### config.mk
export PLATFORM = sky130hd
export DESIGN_NAME = anubis_seq_ctrl
export DESIGN_NICKNAME = d
export VERILOG_FILES = /design/src/rtl/anubis_seq_ctrl.sv
export SDC_FILE = /design/constraint.sdc
export NUM_CORES = 1
export LEC_CHECK = 0
export BUFFER_PORTS_ARGS = -buffer_cell sky130_fd_sc_hd__buf_2
export CORE_AREA = 10 10 248 250
export DETAILED_ROUTE_END_ITERATION = 10
export DIE_AREA = 0 0 258 260
export PLACE_DENSITY = 0.68
export SYNTH_ARGS = -nofsm -noshare
export SYNTH_HDL_FRONTEND = slang
export SYNTH_SLANG_ARGS = --single-unit
### constraint.sdc
create_clock -name clk -period 3.7 [get_ports clk]
set_input_delay 0.74 -clock clk [delete_from_list [all_inputs] [get_ports clk]]
set_output_delay 0.74 -clock clk [all_outputs]
set_load 0.05 [all_outputs]
### src/rtl/anubis_seq_ctrl.sv
// Request sequencer for the Anubis_2 core: key load, data load, rounds, result capture.
// Optional key cache enabled with `define ANUBIS_SEQ_KEY_CACHE_EN.
module anubis_seq_ctrl #(
  parameter int unsigned KEY_CYCLES   = 3,
  parameter int unsigned ROUND_CYCLES = 13,
  parameter int unsigned CNT_W        = 8
) (
  input  logic             clk,
  input  logic             reset,
  input  logic             req_valid_i,
  output logic             req_ready_o,
  input  logic [127:0]     req_key_i,
  input  logic [127:0]     req_data_i,
  output logic             res_valid_o,
  input  logic             res_ready_i,
  output logic [127:0]     res_data_o,
  output logic             core_rst_o,
  output logic [1:0]       core_order_o,
  output logic [127:0]     core_data_o,
  input  logic [127:0]     core_data_i,
  output logic             busy_o,
  output logic [CNT_W-1:0] key_loads_o
);

  localparam int unsigned BLK_W   = 128;
  localparam int unsigned MAX_CYC = (KEY_CYCLES > ROUND_CYCLES) ? KEY_CYCLES : ROUND_CYCLES;
  localparam int unsigned PH_W    = (MAX_CYC > 1) ? $clog2(MAX_CYC) : 1;
  localparam logic [PH_W-1:0] KEY_LAST = PH_W'(KEY_CYCLES - 1);
  localparam logic [PH_W-1:0] RUN_LAST = PH_W'(ROUND_CYCLES - 1);

  typedef enum logic [2:0] {S_IDLE, S_KEY, S_LOAD, S_RUN, S_HOLD} state_e;

  state_e            state_q, state_nx;
  logic [PH_W-1:0]   phase_q, phase_nx;
  logic [BLK_W-1:0]  key_q, data_q;
  logic [BLK_W-1:0]  key_src, data_src;
  logic              req_fire, cache_hit;

  logic              req_ready_nx, res_valid_nx, core_rst_nx, busy_nx;
  logic [1:0]        core_order_nx;
  logic [BLK_W-1:0]  res_data_nx, core_data_nx;
  logic [CNT_W-1:0]  key_loads_nx;

  assign req_fire = req_valid_i && (state_q == S_IDLE);

`ifdef ANUBIS_SEQ_KEY_CACHE_EN
  logic [BLK_W-1:0] cache_key_q;
  logic             cache_vld_q;

  assign cache_hit = cache_vld_q && (req_key_i == cache_key_q);

  // Remember the key the core currently holds once its load phase completes.
  always_ff @(posedge clk) begin
    if (reset) begin
      cache_key_q <= '0;
      cache_vld_q <= 1'b0;
    end else if (state_q == S_KEY && state_nx == S_LOAD) begin
      cache_key_q <= key_q;
      cache_vld_q <= 1'b1;
    end
  end
`else
  assign cache_hit = 1'b0;
`endif

  // Request capture; the core sees the live request on the entry cycle.
  always_ff @(posedge clk) begin
    if (reset) begin
      key_q  <= '0;
      data_q <= '0;
    end else if (req_fire) begin
      key_q  <= req_key_i;
      data_q <= req_data_i;
    end
  end

  assign key_src  = (state_q == S_IDLE) ? req_key_i  : key_q;
  assign data_src = (state_q == S_IDLE) ? req_data_i : data_q;

  // State and registered outputs.
  always_ff @(posedge clk) begin
    if (reset) begin
      state_q      <= S_IDLE;
      phase_q      <= '0;
      req_ready_o  <= 1'b1;
      res_valid_o  <= 1'b0;
      res_data_o   <= '0;
      core_rst_o   <= 1'b0;
      core_order_o <= 2'b11;
      core_data_o  <= '0;
      busy_o       <= 1'b0;
      key_loads_o  <= '0;
    end else begin
      state_q      <= state_nx;
      phase_q      <= phase_nx;
      req_ready_o  <= req_ready_nx;
      res_valid_o  <= res_valid_nx;
      res_data_o   <= res_data_nx;
      core_rst_o   <= core_rst_nx;
      core_order_o <= core_order_nx;
      core_data_o  <= core_data_nx;
      busy_o       <= busy_nx;
      key_loads_o  <= key_loads_nx;
    end
  end

  // Next state and phase counter (cleared on every state entry).
  always_comb begin
    state_nx = state_q;
    phase_nx = '0;
    case (state_q)
      S_IDLE: if (req_fire) state_nx = cache_hit ? S_LOAD : S_KEY;
      S_KEY:  if (phase_q == KEY_LAST) state_nx = S_LOAD;
      S_LOAD: state_nx = S_RUN;
      S_RUN:  if (phase_q == RUN_LAST) state_nx = S_HOLD;
      S_HOLD: if (res_ready_i) state_nx = S_IDLE;
      default: state_nx = S_IDLE;
    endcase
    if (state_nx == state_q && (state_q == S_KEY || state_q == S_RUN))
      phase_nx = phase_q + PH_W'(1);
  end

  // Outputs for the coming cycle, derived from the state being entered.
  always_comb begin
    req_ready_nx  = (state_nx == S_IDLE);
    busy_nx       = (state_nx != S_IDLE);
    res_valid_nx  = (state_nx == S_HOLD);
    core_rst_nx   = (state_nx == S_KEY) && (state_q != S_KEY);
    key_loads_nx  = key_loads_o + CNT_W'(core_rst_nx);
    res_data_nx   = res_data_o;
    core_data_nx  = core_data_o;
    core_order_nx = 2'b11;
    if (state_q == S_RUN && state_nx == S_HOLD)
      res_data_nx = core_data_i;
    case (state_nx)
      S_KEY: begin
        core_order_nx = 2'b00;
        core_data_nx  = key_src;
      end
      S_LOAD: begin
        core_order_nx = 2'b01;
        core_data_nx  = data_src;
      end
      S_RUN: begin
        core_order_nx = 2'b10;
        core_data_nx  = data_src;
      end
      default: core_order_nx = 2'b11;
    endcase
  end

endmodule
-- Word level (Yosys, flattened, before mapping)
Cells that the tools add are included.
- equality and inequality tests: 12
- bitwise operators: 1
- multiplexer cells: 9
- div/mod/pow operators: 0
- reductions and logical operators: 11
- add/subtract/negate cells: 2
- $lt $le $gt $ge: 0
- shift-type cells: 0
- $mul: 0
- operators by type and width (operator ; count):
    $mux W128 ; 2
    $pmux W128 S2 ; 1
    $pmux W3 S5 ; 1
    $eq A3 B2 Y1 const B ; 4
    $mux W3 ; 4
    $add A8 B1 Y8 ; 1
    $eq A3 B1 Y1 const B ; 2
    $eq A3 B3 Y1 const B ; 2
    $logic_not A3 Y1 ; 2
    $pmux W2 S3 ; 1
    $add A4 B1 Y4 const B ; 1
    $eq A4 B2 Y1 const B ; 1
    $eq A4 B4 Y1 const B ; 1
    $logic_and A1 B1 Y1 ; 4
    $reduce_or A2 Y1 ; 2
    $eq A3 B3 Y1 ; 1
    $ne A3 B1 Y1 const B ; 1
    $reduce_bool A3 Y1 ; 1
    $reduce_bool A2 Y1 ; 1
    $logic_or A1 B1 Y1 ; 1
    $not A1 Y1 ; 1
- bits in read-only memories: 0
- input port bits: 388
- output and inout bits: 270
- word-level logic and storage cells: 47
- RAM bits: 0
- memories kept: 0
- flip-flop bits (word level): 533
- bits in latches: 0

-- Depth between registers and ports, before layout
Gate-level depths: netlist of the first run.
- word-level depth: 8
- mapped depth: 9
- gate-level depth less buffers: 7

-- Least setup slack after synthesis of the first run
OpenSTA, ideal clock, no wires.
- path kind: input to register
- from: input port req_valid_i
- to: register key_loads_o[5]
- arrival time: 2368 ps
- required time: 3572 ps
- path slack: 1204 ps
- stages: 9
- setup time: 128 ps
- path buffers: 2
- cells stage by stage: or4b_1 -> buf_2 -> clkinv_1 -> clkbuf_1 -> ha_1 -> and3_1 -> nand3_1 -> xor2_1 -> nor2_1
- longest elaborated chain between the ends: 6
- ends and longest elaborated chain (element ; line ; text):
    start, declared ; 10 ; input logic req_valid_i,
    $logic_and A1 B1 Y1 ; 44 ; assign req_fire = req_valid_i && (state_q == S_IDLE);
    $mux W3 ; 112 ; S_IDLE: if (req_fire) state_nx = cache_hit ? S_LOAD : S_KEY;
    $pmux W3 S5 ; 111 ; case (state_q)
    $eq A3 B1 Y1 ; 128 ; core_rst_nx = (state_nx == S_KEY) && (state_q != S_KEY);
    $logic_and A1 B1 Y1 ; 128 ;
    via core_rst_nx ; 39 ; logic req_ready_nx, res_valid_nx, core_rst_nx, busy_nx;
    $add A8 B1 Y8 ; 129 ; key_loads_nx = key_loads_o + CNT_W'(core_rst_nx);
    end signal, assigned ; 103 ; key_loads_o <= key_loads_nx;
    end, declared ; 22 ; output logic [CNT_W-1:0] key_loads_o
The timed path passes the listed nets, and every way through them passes these cells.
A chain may end at the register's enable or synchronous reset.

-- Final worst setup path of the first run
- from: register phase_q[0]
- to: register core_data_o[123]
- longest elaborated chain between the ends: 6
- elaborated cells between the ends (all ways): 11
- those cells by class: 5 x eq/ne; 4 x mux; 2 x reduce/logical
- ends and longest elaborated chain (element ; line ; text):
    start, declared ; 34 ; logic [PH_W-1:0] phase_q, phase_nx;
    start signal, assigned ; 95 ; phase_q <= phase_nx;
    $eq A4 B4 Y1 / $eq A4 B2 Y1 (equally long branches) ; 115, 113 ;
    $mux W3, on equally long branches ; 115, 113 ;
    $pmux W3 S5 (*) ; 111 ;
    $eq A3 B2 Y1 ; 135 ; case (state_nx)
    $reduce_or A2 Y1 (no source line) ; - ;
    $pmux W128 S2 / $reduce_bool A2 Y1 (equally long branches) ; - ;
    end signal, assigned ; 101 ; core_data_o <= core_data_nx;
    end, declared ; 19 ; output logic [127:0] core_data_o,
Mark *: on every way between the ends. The rest lies on a longest branch, timed or not.

==> results of run 1 <==
-- layout make-up --
type / instances / area, µm²
flip-flops and latches: 533 / 10670
fillers: 5573 / 29210
repair buffers: 688 / 3756
inverters: 5 / 26.28
well taps: 756 / 945.9
clock buffers: 83 / 1667
diodes: 17 / 42.54
multi-input cells: 1982 / 9816
clock inverters: 16 / 146.4
-- kinds of logic (layout without fill, tap and decap cells) --
family / after synthesis / count (layout) / share of synthesized area [%]
and+or+nand+nor: 1448 / 1448 / 31.77
DFF: 533 / 533 / 49.64
AOI/OAI and AO/OA: 521 / 521 / 13.09
buffers and inverters: 235 / 792 / 4.883
xor gates and xnor gates: 8 / 8 / 0.3260
adders and majority gates: 5 / 5 / 0.2910
other: 0 / 17 / 0
-- registers in the layout, indices dropped and copies added, names as in the netlist --
register and flops:
core_rst_o 1, core_data_o 128, busy_o 1, res_valid_o 1
state_q 3, key_q 128, key_loads_o 8, phase_q 4
res_data_o 128, core_order_o 2, req_ready_o 1, data_q 128
-- metrics by stage --
step	hold slack, ns	total power [mW]	util, %	instance area, µm²	instances
2_1_floorplan	0.4297	7.954	-	21500	2750
4_1_cts	0.3232	14.29	48.02	27030	4063
3_5_place_dp	0.4434	8.705	44.80	25210	3964
5_1_grt	0.3486	14.70	48.07	27050	4073
6_report	0.3651	14.13	48.10	27070	4080
3_3_place_gp	0.4383	8.675	44.80	25210	3964
-- worst min path at each step --
stage / to / slack, ns / depth (start not counted)
2_1_floorplan: phase_q[0] / 0.43 / 1
3_5_place_dp: res_data_o[18] / 0.44 / 2
6_report: res_data_o[47] / 0.37 / 3
5_1_grt: res_data_o[5] / 0.35 / 3
4_1_cts: res_data_o[11] / 0.32 / 3
3_3_place_gp: res_data_o[17] / 0.44 / 2
-- critical path, delay by kind of cell (launching register included) --
family / cells / cell delay, ns
compound gates: 3 / 1.12
simple gates: 1 / 0.53
buf+inv: 2 / 0.34
flops: 1 / 0.33
fa+ha+maj: 1 / 0.14
-- power by group through the flow --
stage               clock, mW  sequential, mW  combinational, mW
detailed placement          0            6.38               2.33
global route             5.90            6.29               2.50
CTS                      5.70            6.25               2.33
floorplan                   0            6.90               1.06
global placement            0            6.37               2.30
finish                   5.56            6.26               2.31
-- synth_stat cells --
| master | count |
|---|---|
| sky130_fd_sc_hd__or3_1 | 2 |
| sky130_fd_sc_hd__o22ai_1 | 126 |
| sky130_fd_sc_hd__or4b_1 | 1 |
| sky130_fd_sc_hd__and4_1 | 1 |
| sky130_fd_sc_hd__nor4_1 | 18 |
| sky130_fd_sc_hd__ha_1 | 5 |
| sky130_fd_sc_hd__a211o_1 | 1 |
| sky130_fd_sc_hd__nand3b_1 | 1 |
| sky130_fd_sc_hd__xnor2_1 | 3 |
| sky130_fd_sc_hd__a211oi_1 | 4 |
| sky130_fd_sc_hd__nand3_1 | 5 |
| sky130_fd_sc_hd__buf_1 | 4 |
| sky130_fd_sc_hd__nor2_1 | 138 |
| sky130_fd_sc_hd__clkbuf_1 | 161 |
| sky130_fd_sc_hd__inv_1 | 4 |
| sky130_fd_sc_hd__buf_2 | 50 |
| sky130_fd_sc_hd__o211ai_4 | 1 |
| sky130_fd_sc_hd__nand2b_1 | 8 |
| sky130_fd_sc_hd__nor2b_1 | 3 |
| sky130_fd_sc_hd__and2_1 | 2 |
| sky130_fd_sc_hd__buf_4 | 2 |
| sky130_fd_sc_hd__and3_1 | 130 |
| sky130_fd_sc_hd__or3b_2 | 2 |
| sky130_fd_sc_hd__or2_2 | 2 |
| sky130_fd_sc_hd__nand2_1 | 1024 |
| sky130_fd_sc_hd__clkinv_1 | 1 |
| sky130_fd_sc_hd__o22ai_2 | 1 |
| sky130_fd_sc_hd__nand4_1 | 1 |
| sky130_fd_sc_hd__a21oi_1 | 384 |
| sky130_fd_sc_hd__nor3_1 | 2 |
| sky130_fd_sc_hd__xor2_1 | 5 |
| sky130_fd_sc_hd__dfxtp_1 | 533 |
| sky130_fd_sc_hd__a31oi_1 | 1 |
| sky130_fd_sc_hd__nor4_2 | 108 |
| sky130_fd_sc_hd__o32ai_1 | 2 |
| sky130_fd_sc_hd__o21a_1 | 1 |
| sky130_fd_sc_hd__buf_6 | 13 |
-- metal layers --
layer / global-route usage [%] / vias to the layer above / routed length, µm
met5: 0 / - / 137
met4: 7.270 / 22 / 2254
met3: 6.808 / 155 / 6958
met2: 35.55 / 726 / 36270
met1: 25.41 / 9658 / 30480
li1: - / 10230 / -
==> metrics.txt, run 1 <==
# TYPE chip_impl_metric gauge
chip_impl_metric{name="p_comb_share",unit="%"} 16.4
chip_impl_metric{name="maxSlewHeadroom",unit="%"} 30.94
chip_impl_metric{name="p_sw",unit="mW"} 4.123
chip_impl_metric{name="place.detailed.hpwl",unit="mm"} 52.03
chip_impl_metric{name="largest_net_degree_at_the_start_of_global_routing",unit=""} 140
chip_impl_metric{name="die_h",unit="µm"} 260
chip_impl_metric{name="final_max_tran_viols",unit=""} 0
chip_impl_metric{name="ioPinCount",unit=""} 658
chip_impl_metric{name="yosys.area.top_type_share",unit="%"} 49.64
chip_impl_metric{name="power.share.clock",unit="%"} 39.4
chip_impl_metric{name="first_global_vias",unit=""} 19390
chip_impl_metric{name="clock_path_buffers",unit=""} 3
chip_impl_metric{name="ys_types",unit=""} 37
chip_impl_metric{name="critPathRequiredTime",unit="ns"} 4.20
chip_impl_metric{name="area_growth_syn_to_fin",unit="%"} 25.92
chip_impl_metric{name="grt_first_pass_wirelength",unit="mm"} 114.6
chip_impl_metric{name="drt-wirelength-per-cell",unit="µm"} 18.65
chip_impl_metric{name="critical_path_peak_fanout",unit=""} 28
chip_impl_metric{name="placement.setup.worst_slack",unit="ns"} 1.007
chip_impl_metric{name="reg2reg_setup_slack",unit="ns"} 1.13
chip_impl_metric{name="finalClockSkew",unit="ns"} 0.01490
chip_impl_metric{name="grt_antenna_before_repair",unit=""} 25
chip_impl_metric{name="gp_congestion",unit=""} 0.8423
chip_impl_info{name="root_buffer_master",value="sky130_fd_sc_hd__clkbuf_16"} 1
chip_impl_metric{name="power.ir.vdd_worst",unit="mV"} 0.4437
chip_impl_metric{name="min_period_over_period",unit="%"} 69.40
chip_impl_metric{name="power.sequential.fraction",unit="%"} 44.3
chip_impl_info{name="capturing_element_type_of_the_critical_path",value="register"} 1
chip_impl_info{name="rsz0062_at_grt",value="no"} 1
chip_impl_metric{name="fin_setup_tns",unit="ns"} 0
chip_impl_info{name="worst_hold_path_type",value="in2reg"} 1
chip_impl_metric{name="power.density_cell_area",unit="nW/µm²"} 522.1
chip_impl_info{name="most_frequent_standard_cell_in_the_layout_excluding_fill_and_tap_cells",value="sky130_fd_sc_hd__nand2_1"} 1
chip_impl_metric{name="setup-violations-final",unit=""} 0
chip_impl_metric{name="cts.repair.resized",unit=""} 0
chip_impl_metric{name="detail_route.drc_violations",unit=""} 0
chip_impl_metric{name="yosys_register_bits",unit=""} 533
chip_impl_info{name="cp-endpoint",value="core_data_o[123]"} 1
chip_impl_info{name="status",value="complete, no violations"} 1
chip_impl_info{name="worstSetupPathType",value="reg2reg"} 1
chip_impl_metric{name="drv.max_cap_violation_count",unit=""} 0
chip_impl_info{name="netlist.top_cell.by_area",value="sky130_fd_sc_hd__dfxtp_1"} 1
chip_impl_info{name="setup.worst_path.start",value="phase_q[0]"} 1
chip_impl_metric{name="die_w",unit="µm"} 258
chip_impl_metric{name="syn_avg_cell_area",unit="µm²"} 7.817
chip_impl_info{name="cts_tree",value="built"} 1
chip_impl_metric{name="clock_tree.htree_level_count",unit=""} 2
chip_impl_metric{name="ys.warnings.count",unit=""} 0
chip_impl_info{name="crit-reg2reg-capture",value="core_data_o[123]"} 1
chip_impl_metric{name="final_nets",unit=""} 3660
chip_impl_metric{name="r2r.worst_path.cells",unit=""} 7
chip_impl_metric{name="hold_viol_final",unit=""} 0
chip_impl_metric{name="cts.sink_count",unit=""} 533
chip_impl_metric{name="cts_made_buffers",unit=""} 57
chip_impl_metric{name="placement_rows",unit=""} 87
chip_impl_metric{name="routed-via-count",unit=""} 20800
chip_impl_metric{name="share_of_post_route_cells_with_drive_strength_above_1",unit="%"} 27.00
chip_impl_info{name="most-common-layout-cells",value="sky130_fd_sc_hd__nand2_1, sky130_fd_sc_hd__buf_2, sky130_fd_sc_hd__dfxtp_1, sky130_fd_sc_hd__a21oi_1, sky130_fd_sc_hd__nor2_1"} 1
chip_impl_metric{name="drtPass1Iterations",unit=""} 5
chip_impl_metric{name="design.core.area",unit="µm²"} 56280
chip_impl_metric{name="finalWirelength",unit="mm"} 76.10
chip_impl_metric{name="drtAntennaViolNets",unit=""} 0
chip_impl_metric{name="die_area",unit="µm²"} 67080
chip_impl_metric{name="drt_first_iter_violations",unit=""} 1510
chip_impl_metric{name="maxClockFrequency",unit="MHz"} 389.5
chip_impl_metric{name="post_synth_instance_area",unit="µm²"} 21500
chip_impl_metric{name="post_cts.repair.setup_buffers",unit=""} 0
chip_impl_info{name="worst_path_max_delay_cell",value="sky130_fd_sc_hd__o22ai_4"} 1
chip_impl_metric{name="synthesis.nets",unit=""} 3143
chip_impl_metric{name="grt-ovfl-total",unit=""} 0
chip_impl_info{name="critical_path.cell_chain",value="inv_1 -> ha_1 -> or3b_2 -> o22ai_4 -> buf_12 -> a211oi_1 -> o32ai_1"} 1
chip_impl_info{name="critical_path.reg2reg.startpoint",value="phase_q[0]"} 1
chip_impl_metric{name="initial_core_util",unit="%"} 38.20
chip_impl_metric{name="internal_power",unit="mW"} 10.01
chip_impl_metric{name="ys_seq_area_share",unit="%"} 49.64
chip_impl_info{name="min_delay_src",value="core_data_i[47]"} 1
chip_impl_metric{name="crit_arrival",unit="ns"} 3.07
chip_impl_metric{name="critical_path.max_stage_delay",unit="ns"} 0.70
chip_impl_metric{name="postSynthCellCount",unit=""} 2750
chip_impl_metric{name="numPortBuffers",unit=""} 657
chip_impl_metric{name="clk_latency_worst_skew_pair",unit="ns"} 0.60
chip_impl_info{name="netlist_top_cells_area",value="sky130_fd_sc_hd__dfxtp_1, sky130_fd_sc_hd__nand2_1, sky130_fd_sc_hd__a21oi_1"} 1
chip_impl_metric{name="worst_setup_hold_path_clk_slew",unit="ns"} 0.06
chip_impl_metric{name="power_leakage",unit="nW"} 11.83
chip_impl_metric{name="vias_per_cell",unit=""} 5.097
chip_impl_metric{name="worst_slew_pin_slew",unit="ns"} 1.036
chip_impl_info{name="cp-start-kind",value="register"} 1
chip_impl_metric{name="min_period",unit="ns"} 2.568
chip_impl_metric{name="cts_hold_repair.buffers",unit=""} 0
chip_impl_metric{name="groute.usage.overall",unit="%"} 21.27
chip_impl_metric{name="final_critical_path_setup_slack",unit="ns"} 1.132
chip_impl_metric{name="p_sw_share",unit="%"} 29.18
Note: power is estimated with default switching activity, not from simulation.
==> inputs of run 2 (changes only) <==
Settings changed: CORE_AREA 10 10 248 250 to 10 10 245 247, DIE_AREA 0 0 258 260 to 0 0 255 257, PLACE_DENSITY 0.68 to 0.72.
Clock period 3.7 ns to 2.1 ns, I/O delays scaled along.
==> run 2 against run 1 <==
Against the previous run: non-clock buffer count rose by 71; clock-buffer cell count rose by 4; sequential power up 76%; highest routed layer unchanged; first-iteration DRC count shrank 6.9%; critical path type unchanged.
==> metrics.txt, run 2 (synthesized netlist as in run 1, its figures left out) <==
# TYPE chip_impl_metric gauge
chip_impl_metric{name="drv.max_cap_violation_count",unit=""} 0
chip_impl_info{name="rsz0062_at_grt",value="yes"} 1
chip_impl_metric{name="first_global_vias",unit=""} 19880
chip_impl_metric{name="min_period",unit="ns"} 2.002
chip_impl_metric{name="final_max_tran_viols",unit=""} 0
chip_impl_metric{name="placement_rows",unit=""} 86
chip_impl_metric{name="drtAntennaViolNets",unit=""} 0
chip_impl_info{name="capturing_element_type_of_the_critical_path",value="register"} 1
chip_impl_metric{name="critical_path_peak_fanout",unit=""} 19
chip_impl_metric{name="die_w",unit="µm"} 255
chip_impl_info{name="worst_path_max_delay_cell",value="sky130_fd_sc_hd__or3b_4"} 1
chip_impl_info{name="status",value="complete, no violations"} 1
chip_impl_metric{name="maxSlewHeadroom",unit="%"} 60.25
chip_impl_metric{name="cts_hold_repair.buffers",unit=""} 0
chip_impl_metric{name="instances_no_fill",unit=""} 4111
chip_impl_metric{name="ioPinCount",unit=""} 658
chip_impl_info{name="cp-start-kind",value="register"} 1
chip_impl_info{name="most_frequent_standard_cell_in_the_layout_excluding_fill_and_tap_cells",value="sky130_fd_sc_hd__nand2_1"} 1
chip_impl_metric{name="reg2reg_setup_slack",unit="ns"} 0.1
chip_impl_metric{name="min_period_over_period",unit="%"} 95.32
chip_impl_info{name="most-common-layout-cells",value="sky130_fd_sc_hd__nand2_1, sky130_fd_sc_hd__buf_2, sky130_fd_sc_hd__dfxtp_1, sky130_fd_sc_hd__a21oi_1, sky130_fd_sc_hd__nor2_1"} 1
chip_impl_metric{name="power_leakage",unit="nW"} 12.42
chip_impl_metric{name="vias_per_cell",unit=""} 5.168
chip_impl_metric{name="grt-ovfl-total",unit=""} 0
chip_impl_metric{name="die_h",unit="µm"} 257
chip_impl_metric{name="hold_viol_final",unit=""} 0
chip_impl_metric{name="grt_antenna_before_repair",unit=""} 26
chip_impl_metric{name="worst_setup_hold_path_clk_slew",unit="ns"} 0.06
chip_impl_metric{name="numPortBuffers",unit=""} 657
chip_impl_metric{name="clock_path_buffers",unit=""} 3
chip_impl_metric{name="critical_path.max_stage_delay",unit="ns"} 0.42
chip_impl_metric{name="cts.sink_count",unit=""} 533
chip_impl_metric{name="routed-via-count",unit=""} 21250
chip_impl_metric{name="maxClockFrequency",unit="MHz"} 499.6
chip_impl_metric{name="share_of_post_route_cells_with_drive_strength_above_1",unit="%"} 28.85
chip_impl_metric{name="power.ir.vdd_worst",unit="mV"} 0.6317
chip_impl_metric{name="drt-wirelength-per-cell",unit="µm"} 19.04
chip_impl_metric{name="postPlaceCellArea",unit="µm²"} 26060
chip_impl_metric{name="largest_net_degree_at_the_start_of_global_routing",unit=""} 101
chip_impl_info{name="critical_path.cell_chain",value="inv_1 -> ha_1 -> or3b_4 -> o22ai_4 -> bufbuf_16 -> buf_12 -> and3_1 -> nor4_2"} 1
chip_impl_metric{name="cts_made_buffers",unit=""} 58
chip_impl_metric{name="clk_latency_worst_skew_pair",unit="ns"} 0.60
chip_impl_metric{name="detail_route.drc_violations",unit=""} 0
chip_impl_metric{name="drt_first_iter_violations",unit=""} 1406
chip_impl_metric{name="worst_slew_pin_slew",unit="ns"} 0.5963
chip_impl_metric{name="finalWirelength",unit="mm"} 78.28
chip_impl_metric{name="layout.cell_area.non_filler",unit="µm²"} 28160
chip_impl_info{name="worst_hold_path_type",value="in2reg"} 1
chip_impl_metric{name="post-place-cells",unit=""} 3977
chip_impl_metric{name="place.detailed.hpwl",unit="mm"} 56.13
chip_impl_metric{name="groute.usage.overall",unit="%"} 22.43
chip_impl_metric{name="finalClockSkew",unit="ns"} 0.01075
chip_impl_info{name="cts_tree",value="built"} 1
chip_impl_info{name="worstSetupPathType",value="reg2reg"} 1
chip_impl_metric{name="clock_tree.htree_level_count",unit=""} 2
chip_impl_metric{name="design.core.area",unit="µm²"} 54880
chip_impl_metric{name="drtPass1Iterations",unit=""} 5
chip_impl_metric{name="grt_first_pass_wirelength",unit="mm"} 116.7
chip_impl_info{name="root_buffer_master",value="sky130_fd_sc_hd__clkbuf_16"} 1
chip_impl_metric{name="setup-violations-final",unit=""} 0
chip_impl_metric{name="initial_core_util",unit="%"} 39.17
chip_impl_metric{name="num-fill-cells",unit=""} 5209
chip_impl_metric{name="final_util",unit="%"} 51.32
chip_impl_metric{name="final_nets",unit=""} 3732
chip_impl_metric{name="power.density_cell_area",unit="nW/µm²"} 909.4
chip_impl_metric{name="crit_arrival",unit="ns"} 2.46
chip_impl_metric{name="critPathRequiredTime",unit="ns"} 2.56
chip_impl_metric{name="finalPower",unit="mW"} 25.61
chip_impl_metric{name="gp_congestion",unit=""} 0.8763
chip_impl_metric{name="die_area",unit="µm²"} 65540
chip_impl_metric{name="area_growth_syn_to_fin",unit="%"} 31.02
## run 2: cell types whose count changed in the layout (fill, tap and decap cells not counted), sizes merged
cell	delta
buf	+69
bufbuf	+1
bufinv	-1
clkbuf	+5
clkinv	+1
clkinvlp	-1
diode	+7
inv	+2
## run 2: final timing paths
path                         start              end  cells after the start
setup / recovery        phase_q[0]  core_data_o[53]                      8
hold / removal    core_data_i[124]  res_data_o[124]                      3
setup reg to reg        phase_q[0]  core_data_o[53]                      8
hold reg to reg      res_data_o[6]    res_data_o[6]                      2
## run 2: cell type report
type                    instances  area (µm²)  area share (%)
flip-flops and latches        533       10670           37.89
multi-input cells            1982        9829           34.90
repair buffers                759        4773           16.95
clock buffers                  87        1794           6.371
well taps                     704       880.8           3.128
clock inverters                17       130.1          0.4620
diodes                         24       60.06          0.2132
inverters                       5       26.28         0.09329
## run 2: metal layers
layer / part of all wire [%] / up-vias / routed length (µm) / track usage [%]
met5: 0.15 / - / 120 / 0
li1: - / 10400 / - / -
met2: 46 / 796 / 36260 / 35.67
met3: 10 / 170 / 8096 / 7.571
met4: 4.2 / 20 / 3281 / 9.985
met1: 39 / 9856 / 30520 / 26.99
## run 2: power by group
group	leakage, nW	switching (mW)	internal, mW	total, mW
Combinational	7.10	2.96	1.46	4.42
Clock	0.962	4.16	6.00	10.2
Sequential	4.37	0.317	10.7	11.0
## run 2: metrics by stage
step / setup slack (ns) / TNS (ns) / hold slack (ns)
global placement: 0.05122 / 0 / 0.4372
CTS: 0.01172 / 0 / 0.01117
detailed placement: 0.009091 / 0 / 0.4430
floorplan: 0.03836 / 0 / 0.4297
global route: -0.006615 / -0.007643 / 0.02511
finish: 0.09823 / 0 / 0.05230
## run 2: repair_timing
item / 4_1_cts / 5_1_grt
setup endpoints to repair: 1 / 92
pin swaps: 0 / 1
gates cloned: 1 / 1
setup buffers: 1 / 3
resized for setup: 1 / 4
## run 2: critical path, delay by kind of cell (launching register included)
family / cells / cell delay, ns
and+or+nand+nor: 3 / 0.64
buffers and inverters: 3 / 0.54
DFF: 1 / 0.31
AOI/OAI and AO/OA: 1 / 0.22
adders and majority gates: 1 / 0.15
